===== src/rtl/cpu_state_uart_tx_if.sv =====
// Signal bundle between the CPU debug port and the state-dump UART transmitter.
// master = transmitter side, slave = CPU/board side.
interface cpu_state_uart_tx_if;
    logic        start;
    logic [31:0] status_in;
    logic [3:0]  reg_addr;
    logic [31:0] reg_data;
    logic        tx;
    logic        busy;
    logic        done;

    modport master (
        input  start, status_in, reg_data,
        output reg_addr, tx, busy, done
    );

    modport slave (
        output start, status_in, reg_data,
        input  reg_addr, tx, busy, done
    );
endinterface


===== src/rtl/cpu_state_uart_tx.sv =====
// Purpose: dumps status word + r0..r15 as one UART 8N1 frame (A5, status, regs); optional XOR byte via CPU_STATE_TX_CHECKSUM_EN.
// Latency: start sampled in IDLE, start bit on the next cycle; frame = bytes*10*CLKS_PER_BIT cycles, done one cycle after.
// Backpressure: none; start is ignored while busy, a held start relaunches in the done cycle.
module cpu_state_uart_tx #(
    parameter int CLKS_PER_BIT = 434
) (
    input  logic                  clk,
    input  logic                  rst_n,
    cpu_state_uart_tx_if.master   bus
);

    localparam int            BW        = (CLKS_PER_BIT > 1) ? $clog2(CLKS_PER_BIT) : 1;
    localparam logic [BW-1:0] BAUD_LAST = BW'(CLKS_PER_BIT - 1);

    typedef enum logic [2:0] {
        S_IDLE,
        S_HDR,
        S_STAT,
        S_REGS,
        S_CSUM
    } top_t;

    typedef enum logic [1:0] {
        B_START,
        B_DATA,
        B_STOP
    } bit_t;

    top_t        r_top;
    bit_t        r_bit_st;
    logic [BW-1:0] r_baud;
    logic [2:0]  r_bit_cnt;
    logic [1:0]  r_byte_idx;
    logic [7:0]  r_byte;
    logic [31:0] r_word;
    logic        r_last;
    logic        r_tx;
    logic        r_busy;
    logic        r_done;
    logic [3:0]  r_reg_addr;
`ifdef CPU_STATE_TX_CHECKSUM_EN
    logic [7:0]  r_csum;
`endif

    logic w_baud_end;
    logic w_word_end;

    assign w_baud_end = (r_baud == BAUD_LAST);
    assign w_word_end = (r_byte_idx == 2'd3);

    assign bus.tx       = r_tx;
    assign bus.busy     = r_busy;
    assign bus.done     = r_done;
    assign bus.reg_addr = r_reg_addr;

    always_ff @(posedge clk) begin
        if (!rst_n) begin
            r_top      <= S_IDLE;
            r_bit_st   <= B_START;
            r_baud     <= '0;
            r_bit_cnt  <= '0;
            r_byte_idx <= '0;
            r_byte     <= '0;
            r_word     <= '0;
            r_last     <= 1'b0;
            r_tx       <= 1'b1;
            r_busy     <= 1'b0;
            r_done     <= 1'b0;
            r_reg_addr <= '0;
`ifdef CPU_STATE_TX_CHECKSUM_EN
            r_csum     <= '0;
`endif
        end else begin
            r_done <= 1'b0;
            if (r_top == S_IDLE) begin
                r_tx     <= 1'b1;
                r_baud   <= '0;
                r_bit_st <= B_START;
                if (bus.start) begin
                    // r_word doubles as the status shadow while the header goes out
                    r_top      <= S_HDR;
                    r_busy     <= 1'b1;
                    r_tx       <= 1'b0;
                    r_byte     <= 8'hA5;
                    r_word     <= bus.status_in;
                    r_byte_idx <= '0;
                    r_bit_cnt  <= '0;
                    r_last     <= 1'b0;
`ifdef CPU_STATE_TX_CHECKSUM_EN
                    r_csum     <= '0;
`endif
                end
            end else if (!w_baud_end) begin
                r_baud <= r_baud + 1'b1;
            end else begin
                r_baud <= '0;
                case (r_bit_st)
                    B_START: begin
                        r_bit_st  <= B_DATA;
                        r_bit_cnt <= '0;
                        r_tx      <= r_byte[0];
                    end
                    B_DATA: begin
                        if (r_bit_cnt == 3'd7) begin
                            r_bit_st <= B_STOP;
                            r_tx     <= 1'b1;
                        end else begin
                            r_bit_cnt <= r_bit_cnt + 3'd1;
                            r_byte    <= r_byte >> 1;
                            r_tx      <= r_byte[1];
                        end
                    end
                    default: begin
                        // stop bit complete: pick the next byte, or close the frame
                        r_bit_st <= B_START;
                        r_tx     <= 1'b0;
                        case (r_top)
                            S_HDR: begin
                                r_top      <= S_STAT;
                                r_byte     <= r_word[7:0];
                                r_byte_idx <= '0;
`ifdef CPU_STATE_TX_CHECKSUM_EN
                                r_csum     <= r_csum ^ r_word[7:0];
`endif
                            end
                            S_STAT, S_REGS: begin
                                if (!w_word_end) begin
                                    r_byte_idx <= r_byte_idx + 2'd1;
                                    r_byte     <= r_word[15:8];
                                    r_word     <= r_word >> 8;
`ifdef CPU_STATE_TX_CHECKSUM_EN
                                    r_csum     <= r_csum ^ r_word[15:8];
`endif
                                end else if ((r_top == S_STAT) || !r_last) begin
                                    r_top      <= S_REGS;
                                    r_word     <= bus.reg_data;
                                    r_byte     <= bus.reg_data[7:0];
                                    r_byte_idx <= '0;
                                    r_last     <= (r_reg_addr == 4'd15);
                                    if (r_reg_addr != 4'd15) begin
                                        r_reg_addr <= r_reg_addr + 4'd1;
                                    end
`ifdef CPU_STATE_TX_CHECKSUM_EN
                                    r_csum     <= r_csum ^ bus.reg_data[7:0];
`endif
                                end else begin
`ifdef CPU_STATE_TX_CHECKSUM_EN
                                    r_top  <= S_CSUM;
                                    r_byte <= r_csum;
`else
                                    r_top      <= S_IDLE;
                                    r_busy     <= 1'b0;
                                    r_done     <= 1'b1;
                                    r_tx       <= 1'b1;
                                    r_reg_addr <= '0;
`endif
                                end
                            end
                            default: begin
                                r_top      <= S_IDLE;
                                r_busy     <= 1'b0;
                                r_done     <= 1'b1;
                                r_tx       <= 1'b1;
                                r_reg_addr <= '0;
                            end
                        endcase
                    end
                endcase
            end
        end
    end

endmodule

===== src/flat_wrapper.sv =====
// flat-port wrapper written by rule: the top's interface ports become plain ports
module cpu_state_uart_tx_flat 
#(
    parameter int CLKS_PER_BIT = 434
)
  (clk, rst_n, bus_start, bus_status_in, bus_reg_data, bus_reg_addr, bus_tx, bus_busy, bus_done);
  cpu_state_uart_tx_if bus_i ();
  input  logic clk;
  input  logic rst_n;
  input wire logic [$bits(bus_i.start)-1:0] bus_start;
  input wire logic [$bits(bus_i.status_in)-1:0] bus_status_in;
  input wire logic [$bits(bus_i.reg_data)-1:0] bus_reg_data;
  output wire logic [$bits(bus_i.reg_addr)-1:0] bus_reg_addr;
  output wire logic [$bits(bus_i.tx)-1:0] bus_tx;
  output wire logic [$bits(bus_i.busy)-1:0] bus_busy;
  output wire logic [$bits(bus_i.done)-1:0] bus_done;
  assign bus_i.start = bus_start;
  assign bus_i.status_in = bus_status_in;
  assign bus_i.reg_data = bus_reg_data;
  assign bus_reg_addr = bus_i.reg_addr;
  assign bus_tx = bus_i.tx;
  assign bus_busy = bus_i.busy;
  assign bus_done = bus_i.done;
  cpu_state_uart_tx #(.CLKS_PER_BIT(CLKS_PER_BIT)) u_core (.clk(clk), .rst_n(rst_n), .bus(bus_i));
endmodule

===== config.mk =====
export PLATFORM = sky130hd
export DESIGN_NAME = cpu_state_uart_tx_flat
export DESIGN_NICKNAME = d
export VERILOG_FILES = /design/src/rtl/cpu_state_uart_tx_if.sv /design/src/rtl/cpu_state_uart_tx.sv /design/src/flat_wrapper.sv
export SDC_FILE = /design/constraint.sdc
export NUM_CORES = 1
export LEC_CHECK = 0
export CORE_MARGIN = 2
export CORE_UTILIZATION = 38
export DETAILED_ROUTE_END_ITERATION = 7
export DONT_BUFFER_PORTS = 1
export RECOVER_POWER = 25
export SETUP_SLACK_MARGIN = 0.3
export SYNTH_ARGS = -nofsm -noshare
export SYNTH_HDL_FRONTEND = slang
export SYNTH_SLANG_ARGS = --single-unit

===== constraint.sdc =====
create_clock -name clk -period 2.7 [get_ports clk]
set_clock_uncertainty 0.2 [all_clocks]
set_input_delay 0.54 -clock clk [delete_from_list [all_inputs] [get_ports clk]]
set_output_delay 0.54 -clock clk [all_outputs]
set_load 0.1 [all_outputs]

# Word level (Yosys, flattened, before mapping)
# Index checks and enable logic that the tools add are counted.
[totals]
ff_bits = 67
[op_classes]
addsub = 4
n_eq_ne = 22
mux = 62
bitwise_logic = 5
n_reduce_logical = 25
[op_table]
columns = ["operator", "count"]
rows = [
  ["32-bit two-way mux", 7],
  ["8-bit two-way mux", 6],
  ["8-bit case mux with 2 select lines", 2],
  ["3-bit two-way mux", 9],
  ["6-bit AND reduction", 4],
  ["1-bit two-way mux", 19],
  ["2-bit two-way mux", 8],
  ["4-bit two-way mux", 3],
  ["3-bit case mux with 2 select lines", 2],
  ["2-bit by 1-bit != test with 1-bit output, second input constant", 5],
  ["5-bit AND reduction", 2],
  ["9-bit by 1-bit adder with 9-bit output, second input constant", 1],
  ["9-bit == test, second input constant", 1],
  ["4-bit != test, second input constant", 2],
  ["2-bit case mux with 2 select lines", 2],
  ["4-bit case mux with 2 select lines", 1],
  ["4-bit AND reduction", 2],
  ["2-bit nonzero test", 4],
  ["3-bit by 2-bit == test with 1-bit output, second input constant", 2],
  ["3-bit by 2-bit != test with 1-bit output, second input constant", 2],
  ["3-bit != test, second input constant", 2],
  ["1-bit case mux with 2 select lines", 3],
  ["3-bit nonzero test", 2],
  ["2-bit OR reduction", 3],
  ["20 further kinds", 24],
]

# Depth between registers and ports, before layout
# Gate-level depths: netlist of run 1.
[depth]
ltp_word = 8
ltp_mapped = 8
ltp_nobuf = 6

# Worst setup path before layout of run 1
# Ideal clock, no wire load.
[synth_path]
path_type = "reg2reg"
startpoint = "reg u_core.r_reg_addr[0] (netlist: u_core.bus.reg_addr[0])"
endpoint = "reg u_core.r_reg_addr[2] (netlist: u_core.bus.reg_addr[2])"
setup_time_ns = 0.079
t_arrival_ns = 1.938
t_required_ns = 2.421
setup_slack_ns = 0.483
path_stages_with_launch = 6
n_path_buf = 0
path_cell_list = "dfxtp_1 -> ha_1 -> and3_1 -> nand3_1 -> and4_1 -> nor3_1"
[synth_via]
elab_chain_len = 5
[synth_rtl]
columns = ["element", "line_no", "source"]
rows = [
  ["start: declaration", "cpu_state_uart_tx.sv:40", "logic [3:0] r_reg_addr;"],
  ["start signal: assignment", "cpu_state_uart_tx.sv:141", "r_reg_addr <= r_reg_addr + 4'd1;"],
  ["4-bit by 1-bit adder with 4-bit output", "cpu_state_uart_tx.sv:141", ""],
  ["4-bit two-way mux", "cpu_state_uart_tx.sv:140", "if (r_reg_addr != 4'd15) begin"],
  ["4-bit two-way mux", "cpu_state_uart_tx.sv:134", "end else if ((r_top == S_STAT) || !r_last) begin"],
  ["4-bit two-way mux", "cpu_state_uart_tx.sv:127", "if (!w_word_end) begin"],
  ["4-bit case mux with 2 select lines", "cpu_state_uart_tx.sv:117", "case (r_top)"],
]
# Parallel ways exist; a longest one is shown, timed or not. The select of a mux whose other input is x is not followed.
# A chain may end at the register's enable or synchronous reset.

# Final worst setup path of run 1
[layout_path]
startpoint = "reg u_core.r_reg_addr[3] (netlist: u_core.bus.reg_addr[3])"
endpoint = "out bus_reg_addr[3]"
[layout_rtl]
columns = ["element", "line_no", "source"]
rows = [
  ["end: declaration", "flat_wrapper.sv:13", "output wire logic [$bits(bus_i.reg_addr)-1:0] bus_reg_addr;"],
]
# No word-level cell between the ends.

==> metrics.md, run 1 <==
| Metric | Value |
|---|---|
| Beginning of the worst hold path | `rst_n` |
| Final Hold Slack | `roughly 0.10 ns` |
| Cell family with the largest share of critical-path delay | `buffers and inverters` |
| Total number of vias | `approximately 3400` |
| Height of the chip | `a little over 100 µm` |
| Max Clk Rate | `423 MHz` |
| Delay of the slowest cell on the worst path | `0.88 ns` |
| Int Pwr | `1.52 mW` |
| Sequential fraction of design power | `0.490` |
| Asr flop ratio synth | `0` |
| Final period utilization | `0.875` |
| Yosys top cell by area | `dfxtp_1` |
| I/O pin count | `74` |
| Worst setup path startpoint | `u_core.bus.reg_addr[3]$_SDFFE_PN0P_` |
| Post-DR vias/cell | `5.82` |
| # hold bufs at CTS | `0` |
| Share of the synthesized area in the top cell type | `0.357` |
| Detailed-route wire length | `9620 µm` |
| Slew Limit Headroom | `0.213` |
| Post-layout nets | `around 520` |
| Average wire per standard cell | `16.5 µm` |
| Placed Cells | `566` |
| Final HPWL DP | `6620 µm` |
| Global-route congestion overflow total | `0` |
| Dominant synthesized flop cell | `dfxtp_1` |
| Detailed Routing Iterations Pass 1 | `7` |
| Flip-flop and latch count after synthesis | `between 60 and 70` |
| Commonest cells post-synth | `dfxtp_1, a21oi_1, nand2_1` |
| Worst setup path class | `flop to primary output` |
| Number of endpoints failing setup at the final stage | `0` |
| Most frequently used cell type in the post-synthesis netlist | `dfxtp_1` |
| Root buffer cell | `clkbuf_8` |
| Post-CTS clock slew at the launch and capture registers of the worst setup and hold paths | `0.08 ns` |
| Area of all sequential standard cells | `1320 µm²` |
| Power per cell area | `557 nW/µm²` |
| Part of the Yosys area used for sequential elements | `0.357` |
| Placeable core area | `9330 µm²` |
| Max-slew violation total from the final report | `0` |
| Effective utilization at floorplan | `0.396` |
| Die Span X | `103 µm` |
| Wire length of the first global-routing pass | `16000 µm` |
| Library cell contributing the largest single delay on the critical path | `buf_1` |
| Mapped cell area | `3700 µm²` |
| RSZ-0062 raised after global routing | `false` |
| Post-Syn Instances | `between 400 and 500` |
| Critical path data arrival time | `1.62 ns` |
| Detailed-route DRC error count | `0` |
| Clock sink count | `66` |
| Psw | `699 µW` |
| Maximum level of the CTS H-tree | `3` |
| Total of max-cap violations | `0` |
| Number of nets in the synthesized netlist | `530` |
| Unique cell type count in the Yosys netlist | `57` |
| Post-route insts no fill | `~580` |
| Post-synthesis area per instance | `8.09 µm²` |
| GRT Total Usage | `0.190` |
| Count of flip-flops with a built-in enable after synthesis | `0` |
| Clock power frac | `0.327` |
| Number of global-route vias before repair | `around 3200` |
| Synthesis warning total | `0` |
| Crit path buf inv count | `1` |
| Maximum number of pins on one net before global-route repair | `64` |
| Proportion of layout cells with a drive suffix above 1 | `0.110` |
| Number of placement rows | `35` |
| Launching point of the worst reg2reg path | `u_core.r_byte_idx[0]$_SDFFE_PN0P_` |
| Proportion of power drawn by combinational gates | `0.182` |
| Layout Utilization | `0.427` |
| Iteration-0 DRC Markers | `222` |
| Total die area | `10500 µm²` |
| Worst EP required | `1.96 ns` |
| CTS tree | `done` |
| Number of CTS-inserted buffers | `9` |
| Worst Setup Start Kind | `flop` |
| Number of nets with antenna violations after detailed routing | `0` |
| Worst min-delay path category | `input port to flop` |
| Routability cong. | `0.844` |
| Proportion of total power due to net switching | `0.315` |
| Antenna violations before repair | `0` |
| Final critical path time including I/O delays and setup | `2.36 ns` |
| Kind of end point of the critical path | `primary output` |
| Input/output buffers | `0` |
| Final-layout fill cell count | `a little over 900` |
| Ant. Diodes | `0` |
| Actual transition at the worst max-transition pin | `1.19 ns` |
| Hold Violations, Final | `0` |
| Max Buffers Root-to-Sink | `2` |
| Clock network latency to the later pin of the worst-skew pair | `0.34 ns` |
| Crit-path max FO | `4` |
| P&R area growth vs syn | `7.75%` |
| Status | `finished, final reports clean` |
| IR drop worst, VDD | `~0.22 mV` |
| CP cell instances | `buf_1` |
| Leakage | `1.31 nW` |
| Area of the multi-input gates | `2160 µm²` |
| Leading post-synthesis cells by cell area | `dfxtp_1, a21oi_1, mux2i_1, nand2_1, nand4_1` |
| Post-route setup TNS | `0 ns` |
==> cell usage in the layout, fill, tap and decap left out, types with 2 or more instances in the layout <==
| cell type | synthesis | final |
|---|---|---|
| nor2b_1 | 3 | 3 |
| and4_1 | 2 | 2 |
| a31oi_1 | 2 | 2 |
| o32ai_2 | 4 | 4 |
| clkbuf_8 | 0 | 9 |
| clkbuf_1 | 27 | 5 |
| nor2_1 | 28 | 29 |
| xor2_1 | 2 | 2 |
| nand2_1 | 49 | 49 |
| a32oi_1 | 2 | 2 |
| dfxtp_1 | 66 | 65 |
| nor3_1 | 30 | 30 |
| o221a_1 | 3 | 3 |
| nand2b_1 | 2 | 2 |
| clkinv_2 | 0 | 3 |
| nand3_1 | 18 | 18 |
| a211oi_1 | 8 | 8 |
| ha_1 | 6 | 5 |
| and2_1 | 2 | 2 |
| buf_4 | 2 | 14 |
| and3_1 | 4 | 4 |
| o21ai_1 | 27 | 27 |
| a21oi_1 | 51 | 51 |
| clkinvlp_4 | 0 | 3 |
| clkbuf_2 | 0 | 2 |
| a21o_1 | 5 | 5 |
| xnor2_1 | 6 | 6 |
| inv_1 | 4 | 4 |
| nor4_2 | 2 | 2 |
| a311oi_1 | 9 | 9 |
| nand4_1 | 27 | 27 |
| nand3b_1 | 2 | 2 |
| mux2i_1 | 25 | 25 |
==> power by group through the flow <==
| stage | logic (mW) | registers (mW) | clock network (mW) |
|---|---|---|---|
| 3_3_place_gp | 0.401 | 1.11 | 0 |
| 3_5_place_dp | 0.407 | 1.11 | 0 |
| 2_1_floorplan | 0.311 | 1.12 | 0 |
| 6_report | 0.405 | 1.09 | 0.727 |
| 5_1_grt | 0.455 | 1.10 | 0.786 |
| 4_1_cts | 0.408 | 1.09 | 0.740 |
==> logic make-up after synthesis <==
kind of cell / Yosys count / share of synthesized area
buf+inv: 47 / 0.0555
simple gates: 179 / 0.254
mux: 26 / 0.0708
fa+ha+maj: 6 / 0.0203
compound gates: 125 / 0.223
flops: 66 / 0.357
xor+xnor: 8 / 0.0190
==> registers in the layout, indices dropped and copies added (netlist names) <==
register	cells
u_core.r_baud	9
u_core.bus.done	1
u_core.r_word	32
u_core.bus.busy	1
u_core.r_byte_idx	2
u_core.bus.reg_addr	4
u_core.r_last	1
u_core.r_top	2
u_core.r_byte	8
u_core.r_bit_st	2
u_core.r_bit_cnt	3
u_core.bus.tx	1
==> layout make-up <==
| cell class | instances | share of cell area |
|---|---|---|
| clock inverter | 7 | 0.0116 |
| multi-input combinational | 344 | 0.544 |
| clock buffer | 9 | 0.0311 |
| tap | 129 | 0.0405 |
| timing repair buffer | 23 | 0.0374 |
| inverter | 4 | 0.00377 |
| sequential | 66 | 0.332 |
==> repair_timing <==
item                       CTS  global route
setup buffers                0             0
gates resized for setup      0             1
setup endpoints to repair    0             1
==> worst paths after layout <==
check	end	slack, ns	depth (start not counted)
setup reg to reg	u_core.r_word[19]$_SDFFE_PN0P_	0.41	7
hold / removal	u_core.bus.tx$_SDFFE_PN1N_	0.10	1
setup / recovery	bus_reg_addr[3]	0.34	1
hold reg to reg	u_core.r_word[3]$_SDFFE_PN0P_	0.25	2
==> metrics by stage <==
stage | cell area (µm²) | power [mW] | worst slack [ns]
after floorplan | 3700 | 1.43 | 0.483
after global placement | 3840 | 1.51 | 0.580
after detailed placement | 3840 | 1.52 | 0.507
after CTS | 4010 | 2.24 | 0.507
after global routing | 3980 | 2.34 | 0.238
final | 3980 | 2.22 | 0.338
==> layer usage <==
metal / global-route usage / part of all wire / vias to the layer above
met5: 0 / 0 / -
met1: 0.259 / 0.46 / 1584
li1: - / - / 1677
met3: 0.0427 / 0.050 / 21
met2: 0.293 / 0.47 / 106
met4: 0.0779 / 0.022 / 0
(Power assumes the default switching activity.)
==> run 2: changes to the inputs <==
--- a/config.mk
+++ b/config.mk
@@ -5,8 +5,10 @@
 export SDC_FILE = /design/constraint.sdc
 export NUM_CORES = 1
 export LEC_CHECK = 0
+export ABC_AREA = 1
 export CORE_MARGIN = 2
 export CORE_UTILIZATION = 38
+export CTS_CLUSTER_DIAMETER = 200
 export DETAILED_ROUTE_END_ITERATION = 7
 export DONT_BUFFER_PORTS = 1
 export RECOVER_POWER = 25
==> run 2 against run 1 <==
  * Critical path type is now flop to flop
  * Sequential power is 24% higher
  * Clock power increased by 12%
  * Worst hold slack lost 0.019 ns
  * Highest routed layer unchanged
  * Sequential share of layout area down 0.97 points
  * Combinational power increased to 4.6 times the previous value
  * Largest power group is now combinational logic
  * Largest cell class unchanged
  * Count of clock-buffer cells in the layout rose by 1
  * Die area increased by 3.4%
  * Global-route usage down 1.4 points
  * Maximum frequency grew 0.93%
  * Via count is 8.4% higher
==> metrics.md, run 2 <==
| Metric | Value |
|---|---|
| Max Clk Rate | `427 MHz` |
| Max-slew violation total from the final report | `0` |
| Final critical path time including I/O delays and setup | `2.34 ns` |
| Wire length of the first global-routing pass | `15600 µm` |
| Detailed-route DRC error count | `0` |
| Worst Setup Start Kind | `flop` |
| Commonest cells post-synth | `nand2_1, nor2_1, inv_1` |
| Delay of the slowest cell on the worst path | `0.37 ns` |
| Library cell contributing the largest single delay on the critical path | `dfxtp_1` |
| Top library cells by usage in the layout, fill and taps aside | `nand2_1, nor2_1, inv_1` |
| CTS tree | `done` |
| Post-synthesis compound-gate area fraction | `0.114` |
| Clock sink count | `66` |
| Worst setup path class | `flop to flop` |
| Unique cell type count in the Yosys netlist | `33` |
| Power per cell area | `981 nW/µm²` |
| Clock network latency to the later pin of the worst-skew pair | `0.36 ns` |
| Asr flop ratio synth | `0` |
| Number of placement rows | `36` |
| Count of flip-flops with a built-in enable after synthesis | `0` |
| Share of the synthesized area in the top cell type | `0.345` |
| Maximum level of the CTS H-tree | `3` |
| Kind of end point of the critical path | `flop` |
| Leading post-synthesis cells by cell area | `dfxtp_1, nand2_1, nor2_1, inv_1, a21oi_1` |
| Proportion of total power due to net switching | `0.446` |
| Number of nets with antenna violations after detailed routing | `0` |
| Cell family with the largest share of critical-path delay | `simple AND/OR/NAND/NOR gates` |
| Mapped cell area | `3820 µm²` |
| I/O pin count | `74` |
| Actual transition at the worst max-transition pin | `1.19 ns` |
| Effective utilization at floorplan | `0.391` |
| Clock power frac | `0.202` |
| P&R area growth vs syn | `7.16%` |
| Post-CTS clock slew at the launch and capture registers of the worst setup and hold paths | `0.07 ns` |
| Leakage | `between 1.5 and 2 nW` |
| RSZ-0062 raised after global routing | `false` |
| Placeable core area | `9770 µm²` |
| Root buffer cell | `clkbuf_8` |
| Total die area | `10900 µm²` |
| Flip-flop and latch count after synthesis | `66` |
| Die Span X | `approximately 100 µm` |
| IR drop worst, VDD | `around 0.46 mV` |
| Post-Syn Instances | `~620` |
| Proportion of layout cells with a drive suffix above 1 | `0.0655` |
| CP cell instances | `clkbuf_2, nor2_1, clkbuf_2, nand2_1, nand2_1, nor2_1, nand3_1, a21oi_1` |
| Number of endpoints failing setup at the final stage | `0` |
| Crit path buf inv count | `2` |
| Int Pwr | `2.23 mW` |
| Final period utilization | `0.867` |
| Height of the chip | `104 µm` |
| Ant. Diodes | `0` |
| Top reg by flops | `u_core.r_word` |
| Post-DR vias/cell | `4.84` |
| Maximum number of pins on one net before global-route repair | `57` |
| Post-route setup TNS | `0 ns` |
| Xor and xnor area share after synthesis | `0.00229` |
| Worst EP required | `2.78 ns` |
| Routability cong. | `~0.8` |
| Overall power after layout | `4.02 mW` |
| Most common cell after layout, fill and taps aside | `nand2_1` |
| Dominant synthesized flop cell | `dfxtp_1` |
| Antenna violations before repair | `0` |
| Post-synthesis share of cell area spent on and, or, nand and nor gates | `0.408` |
| Number of CTS-inserted buffers | `9` |
| Most frequently used cell type in the post-synthesis netlist | `nand2_1` |
| Crit-path max FO | `29` |
| GRT Total Usage | `0.177` |
| Yosys top cell by area | `dfxtp_1` |
| Number of flip-flops under the largest register name | `32` |
| Critical path data arrival time | `2.42 ns` |
| Main combinational cell family by area after synthesis | `simple AND/OR/NAND/NOR gates` |
| Detailed-route wire length | `roughly 9400 µm` |
| Number of global-route vias before repair | `3364` |
| Leading registers by flop count | `u_core.r_word (32), u_core.r_baud (9), u_core.r_byte (8)` |
| Worst min-delay path category | `input port to flop` |
| Total number of vias | `3674` |
| Synth Area in Adders | `0.0196` |
| Total of max-cap violations | `0` |
| Final HPWL DP | `6810 µm` |
| # hold bufs at CTS | `0` |
| Hold Violations, Final | `0` |
| Iteration-0 DRC Markers | `~270` |
| Part of the Yosys area used for sequential elements | `0.345` |
| Multiplexer area fraction after synthesis | `0` |
| Input/output buffers | `0` |
| Number of nets in the synthesized netlist | `approximately 690` |
| Psw | `1.79 mW` |
| Proportion of power drawn by combinational gates | `0.464` |
| Average wire per standard cell | `between 10 and 15 µm` |
| Status | `finished, final reports clean` |
| Post-layout nets | `694` |
| Slew Limit Headroom | `0.205` |
| Sequential fraction of design power | `0.335` |
| Detailed Routing Iterations Pass 1 | `4` |
| Max Buffers Root-to-Sink | `2` |
| Synthesis warning total | `0` |
| Global-route congestion overflow total | `0` |
| Post-synthesis area per instance | `6.16 µm²` |
run 2: cell types whose count changed in the layout (fill, tap and decap cells not counted), moves of 25 or more:
cell,previous run,this run
inv_1,4,67
o21ai_1,27,1
nor3_1,30,4
nand2_1,49,209
nor2_1,29,109
mux2i_1,25,0
run 2: final cells by class:
class | instances | area [µm²]
Fill cell | 1092 | 5680
Multi-Input combinational cell | 457 | 2070
Sequential cell | 66 | 1320
Inverter | 71 | 269
Tap cell | 133 | 166
Clock buffer | 10 | 128
Timing Repair Buffer | 16 | 88.8
Clock inverter | 6 | 57.6
run 2: repair_timing:
| item | 4_1_cts | 5_1_grt |
|---|---|---|
| gates resized for setup | 0 | 1 |
| buffers inserted | 0 | 0 |
| endpoints found under the setup margin | 0 | 2 |
run 2: per-layer routing:
layer  up-vias  share of wire  global-route usage
met5         -              0                   0
met4         0          0.025              0.0763
met3        16          0.059              0.0464
met2        80           0.46               0.288
met1      1633           0.46               0.219
li1       1945              -                   -
run 2: stage by stage:
step / setup slack [ns] / cell area, µm² / hold WS (ns) / utilization / cells
final: 0.360 / 4100 / 0.0838 / 0.419 / 759
after global routing: 0.167 / 4100 / 0.0808 / 0.419 / 759
after CTS: 0.501 / 4140 / 0.0648 / 0.424 / 759
after detailed placement: 0.534 / 3960 / 0.256 / 0.405 / 743
after global placement: 0.566 / 3960 / 0.248 / 0.405 / 743
after floorplan: 0.450 / 3820 / 0.233 / - / 621
run 2: logic make-up (layout without fill, tap and decap cells):
group                      Yosys count  after routing
AOI/OAI and AO/OA                   73             73
and+or+nand+nor                    377            377
xor gates and xnor gates             1              1
DFF                                 66             66
adders and majority gates            6              6
buffers and inverters               98            103
run 2: power groups by stage:
stage | clock network, mW | logic, mW | registers, mW
floorplan | 0 | 1.53 | 1.43
global placement | 0 | 1.87 | 1.37
detailed placement | 0 | 1.89 | 1.38
CTS | 0.828 | 1.91 | 1.35
global route | 0.880 | 2.14 | 1.37
finish | 0.811 | 1.87 | 1.35
run 2: worst paths after layout:
path | slack (ns) | end | cells past startpoint | start
hold / removal | 0.08 | u_core.bus.tx$_SDFFE_PN1N_ | 1 | rst_n
setup reg to reg | 0.36 | u_core.r_byte_idx[1]$_SDFFE_PN0P_ | 8 | u_core.r_top[1]$_SDFFE_PN0P_
hold reg to reg | 0.27 | u_core.bus.busy$_SDFFE_PN0P_ | 2 | u_core.bus.busy$_SDFFE_PN0P_
setup / recovery | 0.36 | u_core.r_byte_idx[1]$_SDFFE_PN0P_ | 8 | u_core.r_top[1]$_SDFFE_PN0P_
==> run 3: changes to the inputs <==
==> constraint.sdc (replaced) <==
create_clock -name clk -period 2.7 [get_ports clk]
set_clock_uncertainty 0.2 [all_clocks]
set_input_delay 0.54 -clock clk [delete_from_list [all_inputs] [get_ports clk]]
set_output_delay 0.54 -clock clk [all_outputs]
set_load 0.02 [all_outputs]
==> run 3 against run 2 <==
  * Sequential share of layout area up 0.39 points
  * Wire length up 0.91%
  * Critical path depth up 1
  * Critical path type unchanged
==> metrics.md, run 3 (synthesized netlist as in run 2, its figures left out) <==
| Metric | Value |
|---|---|
| Status | `finished, final reports clean` |
| Max Clk Rate | `roughly 430 MHz` |
| Average wire per standard cell | `12.6 µm` |
| Worst EP required | `2.78 ns` |
| Ant. Diodes | `0` |
| P&R area growth vs syn | `5.89%` |
| Number of nets with antenna violations after detailed routing | `0` |
| I/O pin count | `74` |
| Final HPWL DP | `6860 µm` |
| Iteration-0 DRC Markers | `263` |
| Leakage | `1.88 nW` |
| Worst min-delay path category | `input port to flop` |
| Post-route insts no fill | `~750` |
| Critical path data arrival time | `2.39 ns` |
| Wire length of the first global-routing pass | `16200 µm` |
| Post-CTS clock slew at the launch and capture registers of the worst setup and hold paths | `0.07 ns` |
| Antenna violations before repair | `0` |
| Number of global-route vias before repair | `~3500` |
| Input/output buffers | `0` |
| Effective utilization at floorplan | `0.391` |
| Global-route congestion overflow total | `0` |
| IR drop worst, VDD | `0.424 mV` |
| GRT Total Usage | `0.182` |
| Kind of end point of the critical path | `flop` |
| Clock network latency to the later pin of the worst-skew pair | `about 0.35 ns` |
| Post-DR vias/cell | `4.91` |
| Number of buffers inserted to repair setup after CTS | `0` |
| CTS tree | `done` |
| Most common cell after layout, fill and taps aside | `nand2_1` |
| Layout Utilization | `0.414` |
| Total number of vias | `3691` |
| Die Span X | `104 µm` |
| Hold Violations, Final | `0` |
| Proportion of layout cells with a drive suffix above 1 | `0.0534` |
| Maximum number of pins on one net before global-route repair | `57` |
| Number of CTS-inserted buffers | `9` |
| Top library cells by usage in the layout, fill and taps aside | `nand2_1, nor2_1, inv_1` |
| Detailed Routing Iterations Pass 1 | `5` |
| Placeable core area | `9770 µm²` |
| Top reg by flops | `u_core.r_word` |
| Number of placement rows | `36` |
| Placed Cells | `735` |
| Root buffer cell | `clkbuf_8` |
| RSZ-0062 raised after global routing | `false` |
| Worst setup path class | `flop to flop` |
| Detailed-route wire length | `9440 µm` |
| Max Buffers Root-to-Sink | `2` |
| Max-slew violation total from the final report | `0` |
| Final period utilization | `0.855` |
| Number of endpoints failing setup at the final stage | `0` |
| Leading registers by flop count | `u_core.r_word (32), u_core.r_baud (9), u_core.r_byte (8)` |
| Post-layout nets | `between 600 and 700` |
| Number of flip-flops under the largest register name | `32` |
| Actual transition at the worst max-transition pin | `about 0.54 ns` |
| Post-route setup TNS | `0 ns` |
| Final critical path time including I/O delays and setup | `2.31 ns` |
| Worst Setup Start Kind | `flop` |
| Total of max-cap violations | `0` |
| Detailed-route DRC error count | `0` |
| Routability cong. | `0.802` |
| Crit-path max FO | `56` |
| Total die area | `~11000 µm²` |
| Height of the chip | `around 100 µm` |
| Slew Limit Headroom | `0.636` |
| Power per cell area | `956 nW/µm²` |
| Maximum level of the CTS H-tree | `3` |
| Clock sink count | `between 60 and 70` |
## run 3: changes by cell type in the layout (fill, tap and decap cells not counted)
cell       change
clkbuf_8       +1
inv_2          -1
clkbuf_1       -1
clkinv_2       -3
clkbuf_2       -5
buf_6          +1
inv_1          +1
bufinv_16      -1
## run 3: report_power, final
group,total (mW),internal (mW),switching (mW)
Sequential,1.37,1.23,0.144
Clock,0.737,0.359,0.379
Combinational,1.76,0.574,1.19
## run 3: routing by layer
layer	global-route usage	up-vias	share of wire
li1	-	1929	-
met1	0.227	1646	0.46
met2	0.305	106	0.46
met3	0.0476	10	0.065
met4	0.0560	0	0.014
met5	0	-	0
## run 3: path summary, 6_finish.rpt
kind,startpoint,to,slack [ns],cells after the start
worst max register to register,u_core.r_top[1]$_SDFFE_PN0P_,u_core.r_word[23]$_SDFFE_PN0P_,0.39,9
worst min register to register,u_core.r_baud[0]$_SDFF_PP0_,u_core.r_baud[0]$_SDFF_PP0_,0.27,1
worst min-delay path,rst_n,u_core.bus.tx$_SDFFE_PN1N_,0.08,1
worst max-delay path,u_core.r_top[1]$_SDFFE_PN0P_,u_core.r_word[23]$_SDFFE_PN0P_,0.39,9
## run 3: worst max-delay path: stages, from the launching register on
cell and delay [ns]:
dfxtp_1 0.36, buf_4 0.20, nor2_4 0.44, nand2_1 0.25
o21ai_4 0.18, nand3_2 0.11, buf_6 0.24, nand2_1 0.10
nand2_1 0.05, nor2_1 0.09
## run 3: final cells by class
type / count / area (µm²)
clock buffers: 14 / 153
repair buffers: 8 / 60.1
fillers: 1073 / 5720
well taps: 133 / 166
flip-flops and latches: 66 / 1320
multi-input cells: 457 / 2070
clock inverters: 2 / 12.5
inverters: 71 / 269
## run 3: per-stage QoR
stage                     hold slack, ns  setup slack [ns]  power, mW  cell area (µm²)
after detailed placement           0.260             0.528       3.16             3900
after global placement             0.248             0.549       3.13             3900
after global routing              0.0652             0.212       4.25             4050
final                             0.0811             0.393       3.87             4050
after floorplan                    0.233             0.969       2.89             3820
after CTS                         0.0606             0.508       3.92             4060
## run 3: repair_timing
item | 4_1_cts | 5_1_grt
endpoints found under the setup margin | 0 | 8
gates resized for setup | 0 | 2
hold buffers | 0 | 0
